===== src/rtl/lcd_timing_gen.sv =====
// Raster timing generator for the 480x272 TFT panel: counters, data-enable,
// sync strobes, active-pixel coordinates and per-frame pulses, all registered.
module lcd_timing_gen #(
  parameter int unsigned H_SYNC   = 41,
  parameter int unsigned H_BP     = 2,
  parameter int unsigned H_ACTIVE = 480,
  parameter int unsigned H_FP     = 2,
  parameter int unsigned V_SYNC   = 10,
  parameter int unsigned V_BP     = 2,
  parameter int unsigned V_ACTIVE = 272,
  parameter int unsigned V_FP     = 2
) (
  input  logic        clk,
  input  logic        nrst,
  input  logic        en,
  output logic [9:0]  hcnt,
  output logic [9:0]  vcnt,
  output logic        de,
  output logic        hsync_n,
  output logic        vsync_n,
  output logic [8:0]  pix_x,
  output logic [8:0]  pix_y,
  output logic        frame_start,
  output logic        vblank_tick,
  output logic [15:0] frame_cnt
);

  localparam int unsigned CNT_W   = 10;
  localparam int unsigned PIX_W   = 9;
  localparam int unsigned FCNT_W  = 16;
  localparam int unsigned H_TOTAL = H_SYNC + H_BP + H_ACTIVE + H_FP;
  localparam int unsigned V_TOTAL = V_SYNC + V_BP + V_ACTIVE + V_FP;

  localparam logic [CNT_W-1:0] H_TOT   = CNT_W'(H_TOTAL);
  localparam logic [CNT_W-1:0] V_TOT   = CNT_W'(V_TOTAL);
  localparam logic [CNT_W-1:0] H_SY_HI = CNT_W'(H_SYNC);
  localparam logic [CNT_W-1:0] V_SY_HI = CNT_W'(V_SYNC);
  localparam logic [CNT_W-1:0] H_DE_LO = CNT_W'(H_SYNC + H_BP + 1);
  localparam logic [CNT_W-1:0] H_DE_HI = CNT_W'(H_SYNC + H_BP + H_ACTIVE);
  localparam logic [CNT_W-1:0] V_DE_LO = CNT_W'(V_SYNC + V_BP + 1);
  localparam logic [CNT_W-1:0] V_DE_HI = CNT_W'(V_SYNC + V_BP + V_ACTIVE);
  localparam logic [CNT_W-1:0] H_VB    = CNT_W'(H_SYNC + H_BP + H_ACTIVE + 1);
  localparam logic [CNT_W-1:0] V_VB    = CNT_W'(V_SYNC + V_BP + V_ACTIVE);
  localparam logic [CNT_W-1:0] ONE     = CNT_W'(1);

  localparam logic [0:0] S_IDLE = 1'b0;
  localparam logic [0:0] S_RUN  = 1'b1;

  logic [0:0]        state_q, state_d;
  logic [CNT_W-1:0]  hcnt_q, hcnt_d, vcnt_q, vcnt_d;
  logic              de_q, de_d;
  logic              hsync_n_q, hsync_n_d, vsync_n_q, vsync_n_d;
  logic [PIX_W-1:0]  pix_x_q, pix_x_d, pix_y_q, pix_y_d;
  logic              frame_start_q, frame_start_d;
  logic              vblank_tick_q, vblank_tick_d;
  logic [FCNT_W-1:0] frame_cnt_q, frame_cnt_d;
  logic              run_d;

  // Next counter position, then every output decoded from that same position
  always_comb begin
    state_d = state_q;
    hcnt_d  = hcnt_q;
    vcnt_d  = vcnt_q;
    case (state_q)
      S_IDLE: begin
        if (en) begin
          state_d = S_RUN;
          hcnt_d  = ONE;
          vcnt_d  = ONE;
        end else begin
          hcnt_d = '0;
          vcnt_d = '0;
        end
      end
      S_RUN: begin
        if (!en) begin
          state_d = S_IDLE;
          hcnt_d  = '0;
          vcnt_d  = '0;
        end else if (hcnt_q == H_TOT) begin
          hcnt_d = ONE;
          vcnt_d = (vcnt_q == V_TOT) ? ONE : vcnt_q + ONE;
        end else begin
          hcnt_d = hcnt_q + ONE;
        end
      end
      default: begin
        state_d = S_IDLE;
        hcnt_d  = '0;
        vcnt_d  = '0;
      end
    endcase

    run_d         = (state_d == S_RUN);
    de_d          = run_d && (hcnt_d >= H_DE_LO) && (hcnt_d <= H_DE_HI)
                          && (vcnt_d >= V_DE_LO) && (vcnt_d <= V_DE_HI);
    hsync_n_d     = !(run_d && (hcnt_d >= ONE) && (hcnt_d <= H_SY_HI));
    vsync_n_d     = !(run_d && (vcnt_d >= ONE) && (vcnt_d <= V_SY_HI));
    pix_x_d       = de_d ? PIX_W'(hcnt_d - H_DE_LO) : '0;
    pix_y_d       = de_d ? PIX_W'(vcnt_d - V_DE_LO) : '0;
    frame_start_d = run_d && (hcnt_d == ONE) && (vcnt_d == ONE);
    vblank_tick_d = run_d && (hcnt_d == H_VB) && (vcnt_d == V_VB);
    frame_cnt_d   = frame_cnt_q + FCNT_W'(frame_start_d);
  end

  always_ff @(posedge clk or negedge nrst) begin
    if (!nrst) begin
      state_q       <= S_IDLE;
      hcnt_q        <= '0;
      vcnt_q        <= '0;
      de_q          <= 1'b0;
      hsync_n_q     <= 1'b1;
      vsync_n_q     <= 1'b1;
      pix_x_q       <= '0;
      pix_y_q       <= '0;
      frame_start_q <= 1'b0;
      vblank_tick_q <= 1'b0;
      frame_cnt_q   <= '0;
    end else begin
      state_q       <= state_d;
      hcnt_q        <= hcnt_d;
      vcnt_q        <= vcnt_d;
      de_q          <= de_d;
      hsync_n_q     <= hsync_n_d;
      vsync_n_q     <= vsync_n_d;
      pix_x_q       <= pix_x_d;
      pix_y_q       <= pix_y_d;
      frame_start_q <= frame_start_d;
      vblank_tick_q <= vblank_tick_d;
      frame_cnt_q   <= frame_cnt_d;
    end
  end

  assign hcnt        = hcnt_q;
  assign vcnt        = vcnt_q;
  assign de          = de_q;
  assign hsync_n     = hsync_n_q;
  assign vsync_n     = vsync_n_q;
  assign pix_x       = pix_x_q;
  assign pix_y       = pix_y_q;
  assign frame_start = frame_start_q;
  assign vblank_tick = vblank_tick_q;
  assign frame_cnt   = frame_cnt_q;

endmodule

===== config.mk =====
export PLATFORM = sky130hd
export DESIGN_NAME = lcd_timing_gen
export DESIGN_NICKNAME = d
export VERILOG_FILES = /design/src/rtl/lcd_timing_gen.sv
export SDC_FILE = /design/constraint.sdc
export NUM_CORES = 1
export LEC_CHECK = 0
export BUFFER_PORTS_ARGS = -buffer_cell sky130_fd_sc_hd__buf_2
export CAP_MARGIN = 20
export CORE_MARGIN = 5
export CORE_UTILIZATION = 60
export CTS_BUF_LIST = sky130_fd_sc_hd__clkbuf_16
export CTS_CLUSTER_DIAMETER = 40
export DETAILED_ROUTE_END_ITERATION = 6
export MAX_ROUTING_LAYER = met4
export PLACE_DENSITY_LB_ADDON = 0.12
export SLEW_MARGIN = 20
export SYNTH_ARGS = -nofsm -noshare
export SYNTH_HDL_FRONTEND = slang
export SYNTH_SLANG_ARGS = --single-unit
export TNS_END_PERCENT = 50

===== constraint.sdc =====
create_clock -name clk -period 9.6 [get_ports clk]
set_input_delay 0.96 -clock clk [delete_from_list [all_inputs] [get_ports clk]]
set_output_delay 0.96 -clock clk [all_outputs]
set_load 0.005 [all_outputs]

---- After elaboration in Yosys (flattened, before gate mapping) ----
Cells that the tools add are included.
cells by class
  add/subtract/negate cells ............... 5
  order comparisons ....................... 8
  equal/unequal tests ..................... 6
  muxes and demuxes ....................... 11
  bitwise logic cells ..................... 1
  reductions and logical operators ........ 14
operator list
  kind                   number
  $mux 10                5
  $pmux 10 s2            2
  $add 10x1->10 const B  2
  $eq 10x1->1 const B    2
  $eq 10x10->1 const B   2
  $eq 10x9->1 const B    2
  $ge 10x1->1 const B    2
  $mux 9                 2
  $add 16x1->16          1
  $logic_and 1x1->1      12
  $ge 10x4->1 const B    1
  $ge 10x6->1 const B    1
  $le 10x10->1 const B   1
  $le 10x4->1 const B    1
  $le 10x6->1 const B    1
  $le 10x9->1 const B    1
  $sub 9x4->9 const B    1
  $sub 9x6->9 const B    1
  $logic_not 1->1        2
  $mux 1                 2
  $not 1->1              1
word-level totals
  bits in registers ....................... 60
  input port bits ......................... 3
  output and inout bits ................... 59
  word-level logic and storage cells ...... 56

---- Longest topological paths before layout ----
  depth in word-level cells ............... 10
  depth in mapped cells ................... 19
  depth with buffers taken out ............ 17

---- Worst setup path after synthesis ----
Ideal clock, no wire load.
  path kind ............................... register -> register
  start point ............................. register vcnt_q[0] (netlist: vcnt[0])
  end point ............................... register frame_cnt_q[12] (netlist: frame_cnt[12])
  library setup time ...................... 79 ps
  arrival ................................. 3582 ps
  required time ........................... 9521 ps
  setup slack ............................. 5939 ps
  cell stages (with the launch flop) ...... 20
  buffers on the path ..................... 2
  period minus slack after synthesis ...... 3661 ps
  cell sequence ........................... dfrtp_1 clkbuf_1 inv_1 ha_1 nand3b_1 or4_1 clkbuf_1 and3_1 o21ai_0 and2_1 ha_1 nand3_1 nor4_1 and3_1 ha_1 ha_1 nand2_1 or2_2 nor2_1 xor2_1
between the ends
  cells in the longest elaborated chain, start to end .. 8
  elaborated cells on any way between the ends .. 9
  classes of those cells .................. add/sub: 2; eq/ne: 2; mux: 4; reduce/logical: 1
RTL lines
  item                                                 line  text
  from (decl)                                          50    logic [CNT_W-1:0] hcnt_q, hcnt_d, vcnt_q, vcnt_d;
  from (signal assigned)                               122   vcnt_q <= vcnt_d;
  $add 10x1->10 / $eq 10x9->1 (equally long branches)  82    vcnt_d = (vcnt_q == V_TOT) ? ONE : vcnt_q + ONE;
  $mux 10                                              82
  $mux 10 (*)                                          80    end else if (hcnt_q == H_TOT) begin
  $mux 10 (*)                                          76    if (!en) begin
  $pmux 10 s2 (*)                                      64    case (state_q)
  net vcnt_d[0]                                        50
  $eq 10x1->1 (*)                                      101   frame_start_d = run_d && (hcnt_d == ONE) && (vcnt_d == ONE);
  $logic_and 1x1->1 (*)                                101
  net frame_start_d                                    54    logic frame_start_q, frame_start_d;
  $add 16x1->16 (*)                                    103   frame_cnt_d = frame_cnt_q + FCNT_W'(frame_start_d);
  net frame_cnt_d[12]                                  56    logic [FCNT_W-1:0] frame_cnt_q, frame_cnt_d;
  to (signal assigned)                                 130   frame_cnt_q <= frame_cnt_d;
  to (decl)                                            56
The timed path passes the listed nets; every way through them passes the cells marked *.

---- Final worst setup path ----
  start point ............................. register hcnt_q[0] (netlist: hcnt[0])
  end point ............................... register frame_cnt_q[12] (netlist: frame_cnt[12])
between the ends
  cells in the longest elaborated chain, start to end .. 8
  elaborated cells on any way between the ends .. 13
  classes of those cells .................. add/sub: 2; eq/ne: 3; mux: 6; reduce/logical: 2
RTL lines
  item                                                  line    text
  from (decl)                                           50
  from (signal assigned)                                121     hcnt_q <= hcnt_d;
  $add 10x1->10 / $eq 10x10->1 (equally long branches)  84, 80
  $mux 10 (*)                                           80
  $mux 10 (*)                                           76
  $pmux 10 s2 (*)                                       64
  net hcnt_d[2]                                         50
  $eq 10x1->1 (*)                                       101
  $logic_and 1x1->1 (*) (2 in a row)                    101
  net frame_start_d                                     54
  $add 16x1->16 (*)                                     103
  net frame_cnt_d[12]                                   56
Marked as above.

==> summary.md <==
| Metric | Value |
|---|---|
| Most frequent CP cell | `ha_1` |
| CTS H-tree depth | `3` |
| Routed WL | `8.16 mm` |
| #FFs+latches synth | `60` |
| Final WS setup | `around 5500 ps` |
| Ys flop type | `dfrtp_1` |
| PD cells | `158 nW/um2` |
| Hpwl dp | `5.99 mm` |
| DR pass1 iterations | `5` |
| Synth Area per Inst | `9.89 um2` |
| Leading post-synthesis cells by cell area | `dfrtp_1 (42%), xnor2_1 (5.8%), ha_1 (4.7%)` |
| Status | `finished, final reports clean` |
| Max IR drop VDD | `around 120 uV` |
| Layout area overhead | `18.8%` |
| Number of port buffers | `between 60 and 70` |
| Post-synth EDFFs | `0` |
| Sequential-to-total area share from yosys stat | `43.6%` |
| Fmax | `approximately 240 MHz` |
| Unique masters post-synth | `59` |
| Cells after synthesis | `349` |
| Max-cap viol count | `0` |
| GRT Util Overall | `between 20% and 30%` |
| Core area | `5540 um2` |
| Via count | `2874` |
| Required time worst endpoint | `9850 ps` |
| Initial Util | `approximately 62%` |
| Count leader, synth | `dfrtp_1` |
| Post-route cell area | `4100 um2` |
| Slew headroom | `just over 50%` |
| Largest area contributor in the netlist | `dfrtp_1` |
| Final Max Tran Viols | `0` |
| Die H | `85.8 um` |
| Part of the cycle the worst path needs | `42.6%` |
| CTS Hold Bufs | `0` |
| Final Net Count | `426` |
| Reg clk slew, reported paths | `50 ps` |
| Async S/R FF share, synth | `100%` |
| Via-per-instance ratio | `5.90` |
| Worst path cell trace | `ha_1 -> or3b_1 -> o31ai_4 -> nor2_1 -> inv_1 -> ha_1 -> nand3_1 -> nor4_1 -> and3_1 -> ha_1 -> ha_1 -> nand2_1 -> or2_2 -> nor2_1 -> xor2_1` |
| CTS resizes | `0` |
| Routability congestion estimate | `roughly 0.95` |
| Slowest-stage cell, CP | `o31ai_4` |
| Final Critical Period | `between 4000 and 5000 ps` |
| Maximum clock path buffer count | `2` |
| WP data arrival | `between 4000 and 5000 ps` |
| Worst Tran Pin Value | `roughly 730 ps` |
| 1st-iter DRT viols | `311` |
| CTS Root Cell | `clkbuf_16` |
| Total grt overflow | `0` |
| Mapped Area | `between 3000 and 4000 um2` |
| Crit Path Category | `register to register` |
| Clock Latency Late Sink | `320 ps` |
| Setup Fix Bufs, Post-CTS | `0` |
| Leak | `0.00199 uW` |
| Placed Area | `3780 um2` |
| Clock Sinks | `60` |
| Hold Vio Cnt, Final | `0` |
| Critical Path Sink Type | `register` |
| CTS tree | `built` |
| I/O pin count | `62` |
| First-pass GRT wire length | `between 10 and 15 mm` |
| Initial antenna violation count | `0` |
| Worst slack at placement | `5540 ps` |
| Synth top cells by count | `dfrtp_1 (58), nand2_1 (27), xnor2_1 (23), nor2_1 (21)` |
| Largest net degree at the start of global routing | `61` |
| CTS Buf Count | `9` |
| Final Skew | `5.35 ps` |
| Die width | `85.8 um` |
| Row count | `27` |
| Syn_nets | `365` |
| Vias in the first global route | `2858` |
| Top-area cell type share of the netlist area | `a little over two fifths` |
| ANT nets after route | `0` |
| Synth warn | `0` |
| Die area | `~7400 um2` |
| Hold WC Path Type | `register to register` |
| Avg WL per Cell | `~17 um` |
| Setup tns final | `0 ps` |
| Critical Path Fanout Max | `10` |
| Critical Path Max Stage Delay | `530 ps` |
| DRC violations left | `0` |
| # diodes | `0` |
| Crit start category | `register` |
| Final setup viols | `0` |
| Layout cell share with drive strength beyond 1 | `25.5%` |
| Unrepaired setup endpoints after global routing | `false` |
[metrics by stage]
stage / cells / util, % / power, uW / hold slack (ps)
after global routing: 487 / 74.0 / 675 / 474
after detailed placement: 471 / 68.3 / 315 / 462
after floorplan: 349 / - / 293 / 468
after CTS: 487 / 74.0 / 653 / 469
after global placement: 471 / 68.3 / 313 / 456
final: 487 / 74.0 / 648 / 461
[sequential cells by signal (all words and copies together), names as in the netlist, 9 cells and up]
signal	count
frame_cnt	16
hcnt	10
pix_x	9
pix_y	9
vcnt	10
[worst max-delay path, delay by kind of cell (launching register included)]
family	cells	cell delay [ps]
flip-flops	1	490
buffers and inverters	1	150
AND/OR/NAND/NOR	8	1750
AO/OA/AOI/OAI	1	530
XOR/XNOR	1	140
adder cells (fa/ha/maj)	4	950
[path summary, 6_finish.rpt]
| kind | slack (ps) | end | cells past startpoint | start |
|---|---|---|---|---|
| min | 460 | frame_cnt[15] | 1 | frame_cnt[15] |
| min reg2reg | 460 | frame_cnt[15] | 1 | frame_cnt[15] |
| max in group asynchronous | 8330 | vcnt[1] | 2 | nrst |
| min in group asynchronous | 780 | frame_cnt[11] | 2 | nrst |
| max | 5510 | frame_cnt[12] | 15 | hcnt[0] |
| max reg2reg | 5510 | frame_cnt[12] | 15 | hcnt[0] |
[layout by cell type, fill, tap and decap left out, types with 12 or more instances in the layout]
| cell | count |
|---|---|
| dfrtp_1 | 58 |
| o21ai_0 | 17 |
| a21oi_1 | 12 |
| xnor2_1 | 23 |
| nor2_1 | 21 |
| and3_1 | 12 |
| ha_1 | 13 |
| nand2_1 | 27 |
| inv_1 | 17 |
| nand3_1 | 15 |
| xor2_1 | 13 |
| buf_2 | 61 |
[report_power, final]
group	switching [uW]	total [uW]	internal, uW	leakage, uW
clock	112	338	225	0.000147
combinational	23.0	37.7	14.8	0.00102
sequential	10.7	273	262	0.000820
total	146	648	503	0.00199
[area by class of cell]
class                           instances  area, um2
Multi-Input combinational cell        258       1800
Sequential cell                        60       1500
Fill cell                             403       1440
Timing Repair Buffer                   63        320
Clock buffer                            9        225
Clock inverter                          7       91.3
Tap cell                               72       90.1
Inverter                               18       67.6
[metal layers]
layer	GRT usage [%]	up-vias	wire (um)
met2	38.6	101	3930
met3	4.71	18	459
li1	-	1375	-
met1	30.4	1380	3610
met4	9.06	0	163
met5	-	-	0
[cell families after synthesis]
kind of cell	count (synthesis)	synth area share [%]
and+or+nand+nor	148	24.8
DFF	60	43.6
AOI/OAI and AO/OA	59	12.9
xor gates and xnor gates	36	9.14
buffers and inverters	31	4.24
adders and majority gates	13	4.71
muxes	2	0.580
Note: power is estimated with default switching activity, not from simulation.
